<file path="config.mk">
export PLATFORM = sky130hd
export DESIGN_NAME = wb_uart_arbiter
export DESIGN_NICKNAME = d
export VERILOG_FILES = /design/src/rtl/wb_uart_arbiter.sv
export SDC_FILE = /design/constraint.sdc
export NUM_CORES = 1
export LEC_CHECK = 0
export ABC_CLOCK_PERIOD_IN_PS = 3450
export CAP_MARGIN = 20
export CORE_AREA = 2 2 125 127
export CTS_CLUSTER_DIAMETER = 120
export DETAILED_ROUTE_END_ITERATION = 10
export DIE_AREA = 0 0 127 129
export DONT_BUFFER_PORTS = 1
export SETUP_SLACK_MARGIN = 0.4
export SLEW_MARGIN = 20
export SYNTH_ARGS = -nofsm -noshare
export SYNTH_HDL_FRONTEND = slang
export SYNTH_SLANG_ARGS = --single-unit
</file>
<file path="constraint.sdc">
create_clock -name clock -period 3.45 [get_ports clock]
set_input_delay 0.5175 -clock clock [delete_from_list [all_inputs] [get_ports clock]]
set_output_delay 0.5175 -clock clock [all_outputs]
set_load 0.005 [all_outputs]
</file>
<file path="src/rtl/wb_uart_arbiter.sv">
// Two-master round-robin Wishbone arbiter in front of a single wb2uart bridge.
// One transaction at a time: IDLE -> BUSY (until ack or timeout) -> GAP -> IDLE.
module wb_uart_arbiter #(
  parameter int addr_width     = 32,
  parameter int data_width     = 32,
  parameter int sel_width      = data_width / 8,
  parameter int timeout_cycles = 100000,
  parameter int counter_width  = $clog2(timeout_cycles + 1)
) (
  input  logic                  clock,
  input  logic                  reset,
  input  logic                  m0_cyc,
  input  logic                  m0_stb,
  input  logic                  m0_we,
  input  logic [addr_width-1:0] m0_adr,
  input  logic [data_width-1:0] m0_datwr,
  input  logic [sel_width-1:0]  m0_sel,
  output logic                  m0_ack,
  output logic                  m0_err,
  output logic [data_width-1:0] m0_datrd,
  input  logic                  m1_cyc,
  input  logic                  m1_stb,
  input  logic                  m1_we,
  input  logic [addr_width-1:0] m1_adr,
  input  logic [data_width-1:0] m1_datwr,
  input  logic [sel_width-1:0]  m1_sel,
  output logic                  m1_ack,
  output logic                  m1_err,
  output logic [data_width-1:0] m1_datrd,
  output logic                  s_cyc,
  output logic                  s_stb,
  output logic                  s_we,
  output logic [addr_width-1:0] s_adr,
  output logic [data_width-1:0] s_datwr,
  output logic [sel_width-1:0]  s_sel,
  input  logic                  s_ack,
  input  logic [data_width-1:0] s_datrd,
  output logic                  s_abort,
  output logic                  busy,
  output logic                  owner
);

  localparam int CNT_W = (counter_width > 0) ? counter_width : 1;
  localparam logic [CNT_W-1:0] TO_LAST = CNT_W'((timeout_cycles > 0) ? timeout_cycles - 1 : 0);

  typedef enum logic [1:0] {IDLE, BUSY, GAP} state_t;

  state_t           state_q, state_d;
  logic             owner_q, owner_d;
  logic             last_q, last_d;
  logic [CNT_W-1:0] cnt_q, cnt_d;
  logic             req0, req1, win, grant, timeout_hit;
  logic             vld_p1;

  logic                  we_p1;
  logic [addr_width-1:0] adr_p1;
  logic [data_width-1:0] datwr_p1;
  logic [sel_width-1:0]  sel_p1;

  function automatic logic [CNT_W-1:0] sat_inc(input logic [CNT_W-1:0] v);
    return (&v) ? v : v + 1'b1;
  endfunction

  assign req0 = m0_cyc && m0_stb;
  assign req1 = m1_cyc && m1_stb;
  // On a tie the master that did not win last time gets the bus.
  assign win  = (req0 && req1) ? ~last_q : req1;

  always_ff @(posedge clock) begin
    if (!reset) begin
      state_q <= IDLE;
      owner_q <= 1'b0;
      last_q  <= 1'b1;
      cnt_q   <= '0;
    end else begin
      state_q <= state_d;
      owner_q <= owner_d;
      last_q  <= last_d;
      cnt_q   <= cnt_d;
    end
  end

  // Stage p1: request captured at grant, held for the whole BUSY phase
  always_ff @(posedge clock) begin
    if (grant) begin
      we_p1    <= win ? m1_we    : m0_we;
      adr_p1   <= win ? m1_adr   : m0_adr;
      datwr_p1 <= win ? m1_datwr : m0_datwr;
      sel_p1   <= win ? m1_sel   : m0_sel;
    end
  end

  always_comb begin
    state_d     = state_q;
    owner_d     = owner_q;
    last_d      = last_q;
    cnt_d       = cnt_q;
    grant       = 1'b0;
    timeout_hit = 1'b0;
    s_cyc       = 1'b0;
    s_stb       = 1'b0;
    s_abort     = 1'b0;
    m0_ack      = 1'b0;
    m1_ack      = 1'b0;
    m0_err      = 1'b0;
    m1_err      = 1'b0;
    m0_datrd    = '0;
    m1_datrd    = '0;
    case (state_q)
      IDLE: begin
        if (req0 || req1) begin
          grant   = 1'b1;
          owner_d = win;
          last_d  = win;
          cnt_d   = '0;
          state_d = BUSY;
        end
      end
      BUSY: begin
        s_cyc       = 1'b1;
        s_stb       = 1'b1;
        cnt_d       = sat_inc(cnt_q);
        timeout_hit = (timeout_cycles != 0) && (cnt_q == TO_LAST) && !s_ack;
        // An ack for a master that already dropped cyc is swallowed here.
        if (s_ack) begin
          state_d = GAP;
          if (owner_q) begin
            m1_ack = m1_cyc;
            if (m1_cyc) m1_datrd = s_datrd;
          end else begin
            m0_ack = m0_cyc;
            if (m0_cyc) m0_datrd = s_datrd;
          end
        end else if (timeout_hit) begin
          state_d = GAP;
          s_abort = 1'b1;
          if (owner_q) m1_err = m1_cyc;
          else         m0_err = m0_cyc;
        end
      end
      GAP:     state_d = IDLE;
      default: state_d = IDLE;
    endcase
  end

  assign vld_p1  = (state_q == BUSY);
  assign s_we    = vld_p1 & we_p1;
  assign s_adr   = vld_p1 ? adr_p1   : '0;
  assign s_datwr = vld_p1 ? datwr_p1 : '0;
  assign s_sel   = vld_p1 ? sel_p1   : '0;
  assign busy    = (state_q != IDLE);
  assign owner   = owner_q;

endmodule

</file>
# [Yosys cells after proc, flatten, opt, wreduce, memory -nomap -nowiden]
# Cells that the tools add are included.
# W data, S select, Z words.
[classes] addsub=1 n_mux=41 n_reduce_logical=13 eq_ne=5 bitwise_logic=2
[ops] op="$mux W32" n=12
[ops] op="$mux W17" n=2
[ops] op="$pmux W17 S2" n=1
[ops] op="$mux W1" n=20
[ops] op="$add A17 B1 Y17 const B" n=1
[ops] op="$eq A17 B17 Y1 const B" n=1
[ops] op="$reduce_and A17 Y1" n=1
[ops] op="$mux W4" n=2
[ops] op="$mux W2" n=3
[ops] op="$logic_and A1 B1 Y1" n=4
[ops] op="$ne A2 B2 Y1 const B" n=2
[ops] op="$pmux W2 S2" n=1
[ops] op="$reduce_and A2 Y1" n=2
[ops] op="$reduce_bool A2 Y1" n=2
[ops] op="$ne A3 B2 Y1 const B" n=1
[ops] op="$reduce_and A3 Y1" n=1
[ops] op="$eq A2 B1 Y1 const B" n=1
[ops] op="$logic_not A2 Y1" n=1
[ops] op="$and A1 B1 Y1" n=1
[ops] op="$logic_not A1 Y1" n=1
[ops] op="$logic_or A1 B1 Y1" n=1
[ops] op="$not A1 Y1" n=1
[word_totals] elab_cells=70 input_bits=177 regBits=90 output_inout_bits=142

# [Depth between registers and ports, before layout]
# Gate-level depths: netlist of the first run.
[depth] depth_word=5 ltp_mapped=12 depth_no_buf=9

# [Worst setup path after synthesis of the first run]
# Ideal clock, no wire load.
[synth_timing] path_kind="reg-to-reg" start="reg cnt_q[3]" end="reg cnt_q[11]" path_stages_with_launch=12 required_ns=3.380 period_less_slack_ns=2.266 path_slack_ns=1.184 setup_time_ns=0.070 arrival_time_ns=2.196 path_buffers=3 path_cell_list="dfxtp_1 > buf_2 > and4_1 > buf_2 > nand3_1 > nor2_1 > ha_1 > nor3b_2 > a21oi_1 > buf_2 > or4_1 > a21oi_1"
[synth_between] elab_chain_cells=3 word_cells_on_any_way=6 classes_between="add/sub: 1; eq/ne: 1; mux: 2; reduce/logical: 2"
[synth_rtl] element="from (decl)" line="51" text="logic [CNT_W-1:0] cnt_q, cnt_d;"
[synth_rtl] element="from (signal assigned)" line="79" text="cnt_q <= cnt_d;"
[synth_rtl] element="$add A17 B1 Y17 or $reduce_and A17 Y1 (tied branches)" line="61" text="return (&v) ? v : v + 1'b1;"
[synth_rtl] element="$mux W17 or $ne A2 B2 Y1 (tied branches)"
[synth_rtl] element="$pmux W17 S2 or $reduce_and A3 Y1 (tied branches)"
# Parallel ways exist; a longest one is shown, timed or not. The select of a mux whose other input is x is not followed.
# A chain may end at the register's enable or synchronous reset.

# [Final worst setup path of the first run]
[layout_timing] start="reg state_q[0]" end="out m1_datrd[30]"
[layout_between] elab_chain_cells=2
[layout_rtl] element="from (decl)" line="48" text="state_t state_q, state_d;"
[layout_rtl] element="from (signal assigned)" line="76" text="state_q <= state_d;"
[layout_rtl] element="$eq A2 B1 Y1" line="109" text="case (state_q)"
[layout_rtl] element="$mux W32" line="109"
[layout_rtl] element="to (decl)" line="29" text="output logic [data_width-1:0] m1_datrd,"
# No other way between the ends.

==> out/qor.txt, run 1 <==
outcome = finished clean
vias in the first global route = 3105
met2 usage = 0.273
All-Layer GR Usage = 0.146
cell taking the most area after synthesis = edfxtp_1
Final ANT Viol Nets = 0
# hold bufs at CTS = 0
Pwr per Cell Area = 493 mW/mm^2
Port-buffer cells = 0
Arr. time, crit path = 2.26 ns
kind of cell adding the most delay to the critical path = simple AND/OR/NAND/NOR gates
Tot Pwr = 2.66 mW
fin crit period = 2.77 ns
clock sinks = 90
DP HPWL = 9860 um
initial antenna violation count = 1
layout cells sized above 1 = 0.0574
max_slew headroom = 0.348
Fmax achieved = 361 MHz
Crit Path Max Fanout = 33
Slew @ Worst Pin = 0.977 ns
GRT Max-Usage Layer = met2
Final Wtd Congestion = 0.810
Num CTS Buffers = 9
post-route design area = 0.00541 mm^2
Finished Layout Cells = 608
number of DRC markers in iteration 0 = 157
full die area = 0.0164 mm^2
max_cap viols = 0
CTS tree = yes
# rows = 45
Area Growth Syn to Fin = 10.5%
Worst-path clk slew = 0.06 ns
critical path, cell by cell = or2b_1 -> inv_2 -> and4_1 -> and2_1
worst hold path startpoint = reset
worst setup path class = reg2out
worst reg2reg endpoint = cnt_q[9]$_SDFFE_PN0P_
R2R depth = 9
Clock Latency Late Sink = 0.33 ns
largest net degree at the start of global routing = 72
Syn Nets = 606
Main synth FF type = edfxtp_1
Cell Area, Synth = 0.00489 mm^2
Ports = 319
flops & latches, synth = 90
Worst setup EP type = output pin
syn avg cell area = 11.5 um^2
most common cell in the netlist = and2_1
Final Hold Fails = 0
post-synth top area share = 0.423
placed insts = 590
RSZ-0062 raised after global routing = no
setup_tns = 0 ns
first-pass GRT wire length = 17700 um
Hold Path Sink = last_q$_SDFFE_PN1P_
total core area = 0.0150 mm^2
M3 GR Usage = 0.0449
M1 GR Usage = 0.153
Post-route DRC = 0
Core Util, Final = 0.361
post-synthesis cell count = 427
Setup Skew = 0.00468 ns
Pleak = 1.88 nW
Final Max Tran Viols = 0
initial core utilization = 0.327
post_cts resized = 0
gr ovfl total = 0
CTS H-Tree Depth = 3
r2r startpoint = cnt_q[4]$_SDFFE_PN0P_
number of synthesized flops with an enable pin = 69
buffers from clock root to sink, at most = 2
worst vdd ir = 275 uV
nets = 592
HP Class = in2reg
CP max stage delay = 0.74 ns
post-synthesis sequential area ratio = 0.509
Die X = 127 um
Synth cell types = 40
vias = 3233
r2r setup slk = 1.00 ns
Via density = 5.32
period utilisation layout = 0.804
WL final = 12900 um
most frequent cells after synthesis = and2_1 (134), edfxtp_1 (69), mux2_1 (69)
Async SR Flop Fraction = 0
DR pass1 iterations = 4
root buf cell = clkbuf_16
Synth Warn # = 0
die height = 129 um
synth top area cells = edfxtp_1 (42%), and2_1 (17%), mux2_1 (16%), dfxtp_1 (8.6%), o31ai_1 (1.7%)
final setup fails = 0
CP max stage cell = and4_1
Post CTS Setup Buffer Count = 0
Hold Path Depth = 1
Buf/Inv on CP = 1
Routed WL per cell = 21.2 um
Critical Path RT = 2.93 ns
Worst setup SP type = register
dpl cell area = 0.00506 mm^2
==> cell type report <==
cell class / count / area (um^2)
fillers: 1443 / 9570
flip-flops and latches: 90 / 2490
multi-input cells: 303 / 2270
well taps: 188 / 235
clock buffers: 9 / 225
clock inverters: 7 / 115
repair buffers: 3 / 35.0
inverters: 6 / 22.5
diodes: 2 / 5.00
==> sequential cells by signal, indices dropped and copies added (netlist names) <==
| register | flops |
|---|---|
| sel_p1 | 4 |
| we_p1 | 1 |
| cnt_q | 17 |
| owner | 1 |
| datwr_p1 | 32 |
| state_q | 2 |
| last_q | 1 |
| adr_p1 | 32 |
==> worst max-delay path by stage <==
stage                                  from                endpoint  slack (ns)  cells past startpoint
floorplan             cnt_q[3]$_SDFFE_PN0P_  cnt_q[11]$_SDFFE_PN0P_        1.18                     11
global placement      cnt_q[3]$_SDFFE_PN0P_   cnt_q[9]$_SDFFE_PN0P_        1.08                      9
detailed placement    cnt_q[4]$_SDFFE_PN0P_   cnt_q[7]$_SDFFE_PN0P_        1.01                      9
CTS                 state_q[0]$_SDFFE_PN0P_            m0_datrd[20]        0.65                      4
global route        state_q[0]$_SDFFE_PN0P_            m0_datrd[10]        0.47                      4
finish              state_q[0]$_SDFFE_PN0P_            m1_datrd[30]        0.68                      4
==> placed cells by master, fill, tap and decap left out, drive strengths merged, types with 2 or more instances in the layout <==
cell,Yosys,final
o31ai,11,11
nand3,10,10
dfxtp,21,21
bufinv,0,3
inv,6,7
a21oi,15,15
and3,2,2
and2,134,134
buf,12,3
nand4,5,5
nor2,6,6
clkinvlp,0,2
mux2,69,69
edfxtp,69,69
diode,0,2
nand2,11,11
nor3,3,3
clkbuf,16,9
or4,12,12
a2bb2oi,2,2
o21ai,2,2
ha,2,2
and4,3,3
o21a,2,2
==> per-stage QoR <==
stage	hold WS, ns	setup slack (ns)
2_1_floorplan	0.438	1.18
3_3_place_gp	0.455	1.08
3_5_place_dp	0.465	1.01
4_1_cts	0.241	0.649
5_1_grt	0.240	0.466
6_report	0.260	0.677
==> cells by family after synthesis <==
family,count (synthesis),share of synthesized area
simple gates,195,0.249
fa+ha+maj,2,0.00511
compound gates,35,0.0455
flops,90,0.509
buf+inv,34,0.0284
mux,70,0.161
xor+xnor,1,0.00179
==> per-layer routing <==
| metal | part of all wire | up-vias | routed length [um] |
|---|---|---|---|
| li1 | - | 1490 | - |
| met1 | 0.35 | 1511 | 4540 |
| met2 | 0.55 | 216 | 7020 |
| met3 | 0.084 | 16 | 1080 |
| met4 | 0.018 | 0 | 233 |
| met5 | 0 | - | 0 |
==> power breakdown <==
| group | leakage (nW) | total, mW | internal (mW) | switching [mW] |
|---|---|---|---|---|
| Clock | 0.160 | 1.11 | 0.706 | 0.408 |
| Sequential | 0.826 | 1.28 | 1.27 | 0.0176 |
| Combinational | 0.894 | 0.268 | 0.0972 | 0.171 |
| Total | 1.88 | 2.66 | 2.07 | 0.596 |
==> worst register-to-register path, stage by stage, from the launching register on <==
cell,delay (ns)
dfxtp_1,0.37
and4_1,0.28
nand3_1,0.16
nor2_1,0.08
ha_1,0.22
nor3b_2,0.29
a21oi_1,0.07
buf_4,0.23
or4_1,0.53
a21oi_1,0.14
Note: power is estimated with default switching activity, not from simulation.
==> run 2, diff against run 1 <==
--- a/config.mk
+++ b/config.mk
@@ -5,7 +5,7 @@
 export SDC_FILE = /design/constraint.sdc
 export NUM_CORES = 1
 export LEC_CHECK = 0
-export ABC_CLOCK_PERIOD_IN_PS = 3450
+export ABC_CLOCK_PERIOD_IN_PS = 2400
 export CAP_MARGIN = 20
 export CORE_AREA = 2 2 125 127
 export CTS_CLUSTER_DIAMETER = 120
==> constraint.sdc (replaced) <==
create_clock -name clock -period 2.4 [get_ports clock]
set_input_delay 0.36 -clock clock [delete_from_list [all_inputs] [get_ports clock]]
set_output_delay 0.36 -clock clock [all_outputs]
set_load 0.005 [all_outputs]
==> out/qor.txt, run 2 (synthesis results as in run 1) <==
outcome = complete, but fails checks
failing checks = setup timing
# hold bufs at CTS = 0
vias = 3418
largest registers = adr_p1: 32 flops, datwr_p1: 32 flops, cnt_q: 17 flops
CTS tree = yes
first-pass GRT wire length = 18100 um
worst reg2reg endpoint = cnt_q[6]$_SDFFE_PN0P_
Arr. time, crit path = 2.04 ns
Slew @ Worst Pin = 0.688 ns
r2r setup slk = 0.21 ns
final setup fails = 1
Final Wtd Congestion = 0.737
All-Layer GR Usage = 0.147
worst vdd ir = 393 uV
met2 usage = 0.277
worst hold path startpoint = reset
Hold Path Depth = 1
Port-buffer cells = 0
Routed WL per cell = 21.5 um
max_slew headroom = 0.540
initial antenna violation count = 1
nets = 625
r2r startpoint = cnt_q[5]$_SDFFE_PN0P_
worst setup path class = reg2out
buffers from clock root to sink, at most = 2
GRT Max-Usage Layer = met2
Die X = 127 um
M1 GR Usage = 0.158
root buf cell = clkbuf_16
initial core utilization = 0.327
DP HPWL = 9140 um
# rows = 45
Final ANT Viol Nets = 0
Crit Path Max Fanout = 3
Clock Latency Late Sink = 0.34 ns
Via density = 5.35
fin crit period = 2.40 ns
DR pass1 iterations = 4
Fmax achieved = 417 MHz
Final Hold Fails = 0
clock sinks = 90
CP max stage cell = or4b_1
max_cap viols = 0
CP max stage delay = 0.51 ns
Buf/Inv on CP = 0
Final Max Tran Viols = 0
setup_tns = -0.000294 ns
vias in the first global route = 3308
gr ovfl total = 0
Setup Skew = 0.00693 ns
most common cell after layout, fill and taps aside = and2_1
most frequent cells in the layout = and2_1 (95), mux2_1 (69), edfxtp_1 (69)
total core area = 0.0150 mm^2
CTS H-Tree Depth = 3
Worst setup EP type = output pin
Worst setup SP type = register
final setup margin = -0.000294 ns
Post-route DRC = 0
Pwr per Cell Area = 633 mW/mm^2
Worst-path clk slew = 0.07 ns
R2R depth = 10
Area Growth Syn to Fin = 27.6%
HP Class = in2reg
Critical Path RT = 2.04 ns
Hold Path Sink = last_q$_SDFFE_PN1P_
Core Util, Final = 0.417
critical path depth = 4
die height = 129 um
Hold WS = 0.0932 ns
RSZ-0062 raised after global routing = yes
Ports = 319
M3 GR Usage = 0.0412
kind of cell adding the most delay to the critical path = simple AND/OR/NAND/NOR gates
critical path, cell by cell = or4b_1 -> or4_4 -> nor3_4 -> and3_4
Num CTS Buffers = 9
number of DRC markers in iteration 0 = 153
full die area = 0.0164 mm^2
WL final = 13700 um
largest net degree at the start of global routing = 70
period utilisation layout = 1.00
layout cells sized above 1 = 0.313
Pleak = 2.22 nW
## run 2: worst max path at each step
stage	startpoint	end
final	cnt_q[5]$_SDFFE_PN0P_	m1_err
after global routing	cnt_q[7]$_SDFFE_PN0P_	m1_err
after CTS	cnt_q[5]$_SDFFE_PN0P_	m1_err
after detailed placement	cnt_q[0]$_SDFFE_PN0P_	cnt_q[13]$_SDFFE_PN0P_
after global placement	cnt_q[0]$_SDFFE_PN0P_	cnt_q[9]$_SDFFE_PN0P_
after floorplan	cnt_q[3]$_SDFFE_PN0P_	cnt_q[11]$_SDFFE_PN0P_
## run 2: area by class of cell
class	count	area, um^2
diodes	1	2.50
clock buffers	9	225
clock inverters	6	97.6
fillers	1380	8730
inverters	6	27.5
multi-input cells	303	2580
flip-flops and latches	90	2510
well taps	188	235
repair buffers	36	569
## run 2: per-layer routing
layer	part of all wire	vias up	wire length (um)
met3	0.083	14	1130
li1	-	1561	-
met1	0.35	1635	4860
met4	0.013	0	176
met5	0	-	0
met2	0.55	208	7560
## run 2: report_power, final
part	leakage, nW	total (mW)	internal, mW	switching [mW]
Sequential	0.832	1.84	1.82	0.0259
Clock	0.158	1.54	0.923	0.613
Combinational	1.23	0.573	0.270	0.303
## run 2: timing repair
item	in CTS	in global routing
pin swaps	31	19
buffers inserted	7	11
cloned	5	5
setup endpoints to repair	150	161
resized for setup	64	45
## run 2: per-stage QoR
step	power, mW	instance area [um^2]	std cells	setup slack, ns
2_1_floorplan	2.17	4950	427	0.304
3_3_place_gp	2.30	5190	595	0.197
3_5_place_dp	2.31	5190	595	0.111
4_1_cts	3.93	5870	622	-0.0112
5_1_grt	4.11	6240	638	-0.0649
6_report	3.95	6240	639	-0.000294
==> edit 1 (flow settings as in run 1) <==
Make the reset (`reset`) asynchronous in one clocked block.
--- a/src/rtl/wb_uart_arbiter.sv
+++ b/src/rtl/wb_uart_arbiter.sv
@@ -68,3 +68,3 @@
 
-  always_ff @(posedge clock) begin
+  always_ff @(posedge clock or negedge reset) begin
     if (!reset) begin
Function: differs if reset is asserted again (counterexample within 4 cycles, from zero or initial values and one cycle with reset low); with reset held inactive, the same outputs for 10 cycles.
==> edit 1 against run 1 <==
Via count is 1.8% lower. Synthesized area is 0.84% higher. Setup slack worse by 0.014 ns. Sequential cell count stayed put. Wire length is 0.16% higher. Cell area is 0.53% higher.
Power is not compared: it rests on default switching activity, and its combinational part moved more than twofold at a synthesized area within 25%.
==> edit 1: results (changes against run 1) <==
| Metric | Value |
|---|---|
| Status | completed (unchanged) |
| Cts hold-fix bufs | 1 (was 0) |
| Synth area leaders | edfxtp_1 (42%), and2_1 (17%), mux2_2 (16%), dfrtp_1 (10%), clkbuf_1 (1.7%) (was edfxtp_1 (42%), and2_1 (17%), mux2_1 (16%), dfxtp_1 (8.6%), o31ai_1 (1.7%)) |
| Synth async-reset ratio | 23.3% (was 0%) |
| Ratio of cells with drive above 1 in the final layout | 22.2% (was 5.74%) |
| Ant diodes | 0 (was 2) |
| Hold wc startpoint | s_ack (was reset) |
| Layout Nets | 588 (was 592) |
| Measured slew at the worst slew-check pin | 0.985 ns (was 0.977 ns) |
| Yosys reg bits | 90 (unchanged) |
| Hold Path End | state_q[0] (was last_q) |
| Drt total wl | 12900 um (about the same) |
| Adder-cell area share of the yosys netlist | 0.507% (was 0.511%) |
| Invs w/o clock | 4 (was 6) |
| Post-synth top cells | and2_1 (134), edfxtp_1 (69), mux2_2 (69) (was and2_1 (134), edfxtp_1 (69), mux2_1 (69)) |
| Post-DP Area | 5120 um^2 (was 5060 um^2) |
| Post-synth net total | 598 (was 606) |
| NonClk Buf Share | 0.875% (was 0.648%) |
| R2R Setup Slk | 0.87 ns (was 1.00 ns) |
| Post-synthesis instance total | 419 (was 427) |
| Layout Utilization | 36.3% (was 36.1%) |
| Vias in the first global route | 3185 (was 3105) |
| Non-clk bufs | 4 (was 3) |
| Largest net degree at the start of global routing | 72 (unchanged) |
| Initial drt markers | 142 (was 157) |
| Synth warnings | 0 (unchanged) |
| Count of multi-input gates | 300 (was 303) |
| Cell variety after synth | 38 (was 40) |
| Clock Tree Root | clkbuf_16 (unchanged) |
| # clk buffers | 10 (was 9) |
| ClkCell Share | 5.41% (was 6.30%) |
| Non-filler instance count after layout | 602 (was 608) |
| Compound-gate portion of the synthesized area | 1.85% (was 4.55%) |
| Hpwl dp | 9850 um (was 9860 um) |
| Final Hold Slack | 0.268 ns (was 0.260 ns) |
| First-pass GRT wire length | 18300 um (was 17700 um) |
| Post-synthesis xor/xnor area fraction | 1.24% (was 0.179%) |
| Post-synth EDFFs | 69 (unchanged) |
| Seq area share | 47.8% (was 46.1%) |
| Vias per cell | 5.27 (was 5.32) |
| CP Max Fanout | 33 (unchanged) |
| Post-synthesis sequential area ratio | 52.7% (was 50.9%) |
| Worst R2R Path Depth | 8 (was 9) |
| Multi-input combinational area share | 41.3% (was 42.1%) |
| Skew final | 0.0117 ns (was 0.00468 ns) |
| FILL cells | 1456 (was 1443) |
| Worst r2r src | cnt_q[0] (was cnt_q[4]) |
| R2R Path End | cnt_q[14] (was cnt_q[9]) |
| Max Clk Rate | 359 MHz (was 361 MHz) |
| Placer Congestion | 0.844 (was 0.810) |
| Mux contribution to synthesized area | 16.6% (was 16.1%) |
| DP Cell Count | 584 (was 590) |
edit 1: changes by cell type after synthesis, sizes merged, moves of 8 or more:
cell and change:
nand2 +8, buf -10, a21oi -12, or4 -10
dfxtp -21, o31ai -9, dfrtp +20
edit 1: worst max-delay path, stage by stage, from the launching register on:
cell	delay (ns)
dfrtp_1	0.37
inv_1	0.09
nor2_4	0.42
and4b_1	0.78
and2_1	0.27
edit 1: how the worst max path moves through the flow:
stage	start	endpoint	cells past startpoint
floorplan	state_q[1]	adr_p1[0]	5
global placement	cnt_q[0]	cnt_q[14]	8
detailed placement	cnt_q[0]	cnt_q[14]	8
CTS	state_q[0]	m0_datrd[29]	4
global route	state_q[0]	m0_datrd[29]	4
finish	state_q[0]	m0_datrd[29]	4
edit 1: routing by layer:
metal	up-vias	global-route usage, %	part of all wire (%)
met5	-	0	0.12
met4	2	4.59	1.5
met3	15	4.66	8.2
met2	215	28.2	55
met1	1496	16.0	35
li1	1446	-	-
==> edit 2 (flow settings as in run 1) <==
Without the edit above. Set the parameter `timeout_cycles` to 400000 (it was 100000).
--- a/src/rtl/wb_uart_arbiter.sv
+++ b/src/rtl/wb_uart_arbiter.sv
@@ -6,3 +6,3 @@
   parameter int sel_width      = data_width / 8,
-  parameter int timeout_cycles = 100000,
+  parameter int timeout_cycles = 400000,
   parameter int counter_width  = $clog2(timeout_cycles + 1)
Behaviour: same outputs for any inputs over 10 cycles, from zero or initial values and one cycle with reset low; that may be too few to reach the edited logic, so the function may still have changed.
==> edit 2 against run 1 <==
Total power fell by 3.9%. Wire length up 6.9%. First-iteration DRC count grew 45%. Synthesized area increased by 3.9%. Cell area grew 2.7%. Setup slack improved by 0.11 ns. Sequential share of layout area fell by 0.47 points. Sequential cell count rose by 2. Synthesized cell count up 6.6%. Final cell count is 4.9% higher. Core utilization increased by 0.96 points.
==> edit 2: results (changes against run 1) <==
| Metric | Value |
|---|---|
| Status | completed (unchanged) |
| Post-synth top cells | and2_1 (133), mux2_2 (71), edfxtp_1 (69) (was and2_1 (134), edfxtp_1 (69), mux2_1 (69)) |
| CP max stage cell | nor4_1 (was and4_1) |
| Worst R2R Path Depth | 5 (was 9) |
| Ratio of cells with drive above 1 in the final layout | 23.2% (was 5.74%) |
| Initial drt markers | 228 (was 157) |
| Vias per cell | 5.46 (was 5.32) |
| Pre-CTS WS | 1.17 ns (was 1.01 ns) |
| Hpwl dp | 10500 um (was 9860 um) |
| Synth area leaders | edfxtp_1 (41%), and2_1 (16%), mux2_2 (16%), dfxtp_1 (9.1%), clkbuf_1 (1.3%) (was edfxtp_1 (42%), and2_1 (17%), mux2_1 (16%), dfxtp_1 (8.6%), o31ai_1 (1.7%)) |
| Non-filler instance count after layout | 638 (was 608) |
| Top delay family on crit path | simple AND/OR/NAND/NOR gates (unchanged) |
| All-Layer GR Usage | 15.7% (was 14.6%) |
| First-pass GRT wire length | 19300 um (was 17700 um) |
| Avg WL per Cell | 21.6 um (was 21.2 um) |
| Max-Slew Margin vs Limit | 38.1% (was 34.8%) |
| R2R Path End | cnt_q[6] (was cnt_q[9]) |
| Worst vdd ir | 0.000263 V (was 0.000275 V) |
| Leakage | 1.90 nW (was 1.88 nW) |
| R2R Setup Slk | 1.12 ns (was 1.00 ns) |
| Total internal power | 1.96 mW (was 2.07 mW) |
| Critical Path Sink | m0_err (was m1_datrd[30]) |
| Cell variety after synth | 51 (was 40) |
| Worst r2r src | cnt_q[0] (was cnt_q[4]) |
| Minimum clock period | 2.66 ns (was 2.77 ns) |
| Crit path largest cell delay | 0.40 ns (was 0.74 ns) |
| DP Cell Count | 621 (was 590) |
| Vias in the first global route | 3481 (was 3105) |
| Largest net degree at the start of global routing | 77 (was 72) |
| Worst Path Arrival | 2.14 ns (was 2.26 ns) |
| Post-synth net total | 633 (was 606) |
| CP Max Fanout | 8 (was 33) |
| Average size of a mapped cell | 11.2 um^2 (was 11.5 um^2) |
| Largest registers | adr_p1 (32), datwr_p1 (32), cnt_q (19) (was adr_p1 (32), datwr_p1 (32), cnt_q (17)) |
-- edit 2: changes by cell type in the layout (fill, tap and decap cells not counted), moves of 7 or more --
cell | run 1 | this run
a31oi_1 | 0 | 7
o21ai_0 | 2 | 10
mux2_2 | 0 | 71
o31ai_1 | 11 | 1
mux2_1 | 69 | 0
-- edit 2: worst min path at each step --
stage | endpoint | depth (start not counted) | slack (ns) | start
2_1_floorplan | last_q | 2 | 0.44 | last_q
3_3_place_gp | last_q | 2 | 0.45 | last_q
3_5_place_dp | last_q | 2 | 0.47 | last_q
4_1_cts | cnt_q[8] | 2 | 0.29 | reset
5_1_grt | state_q[1] | 2 | 0.30 | reset
6_report | state_q[1] | 2 | 0.32 | reset
-- edit 2: layout make-up --
| class | count | area [um^2] |
|---|---|---|
| well taps | 188 | 235 |
| inverters | 6 | 22.5 |
| diodes | 2 | 5.00 |
| fillers | 1468 | 9430 |
| multi-input cells | 329 | 2430 |
| repair buffers | 6 | 45.0 |
| clock buffers | 10 | 229 |
| clock inverters | 5 | 52.6 |
| flip-flops and latches | 92 | 2530 |
-- edit 2: cell families after synthesis --
group / share of synthesized area [%]
simple gates: 24.5
flops: 49.8
mux: 15.9
compound gates: 6.03
buf+inv: 2.76
xor+xnor: 0.689
fa+ha+maj: 0.246
-- edit 2: per-layer routing --
metal  vias up  part of all wire [%]  track usage (%)
met2       233                    54             29.6
met4         0                   2.5             6.72
li1       1610                     -                -
met3        21                   7.5             4.20
met1      1617                    36             16.6
met5         -                     0                0
-- edit 2: power by group through the flow --
stage / clock (mW) / combinational (mW) / sequential [mW]
global route: 1.03 / 0.314 / 1.32
detailed placement: 0 / 0.290 / 1.34
CTS: 0.985 / 0.292 / 1.31
floorplan: 0 / 0.223 / 1.33
global placement: 0 / 0.286 / 1.34
finish: 0.961 / 0.287 / 1.31
-- edit 2: through the flow --
stage          instance area, um^2  hold slack (ns)
2_1_floorplan                 5080            0.438
6_report                      5550            0.316
4_1_cts                       5540            0.292
3_5_place_dp                  5260            0.471
5_1_grt                       5550            0.301
3_3_place_gp                  5260            0.454
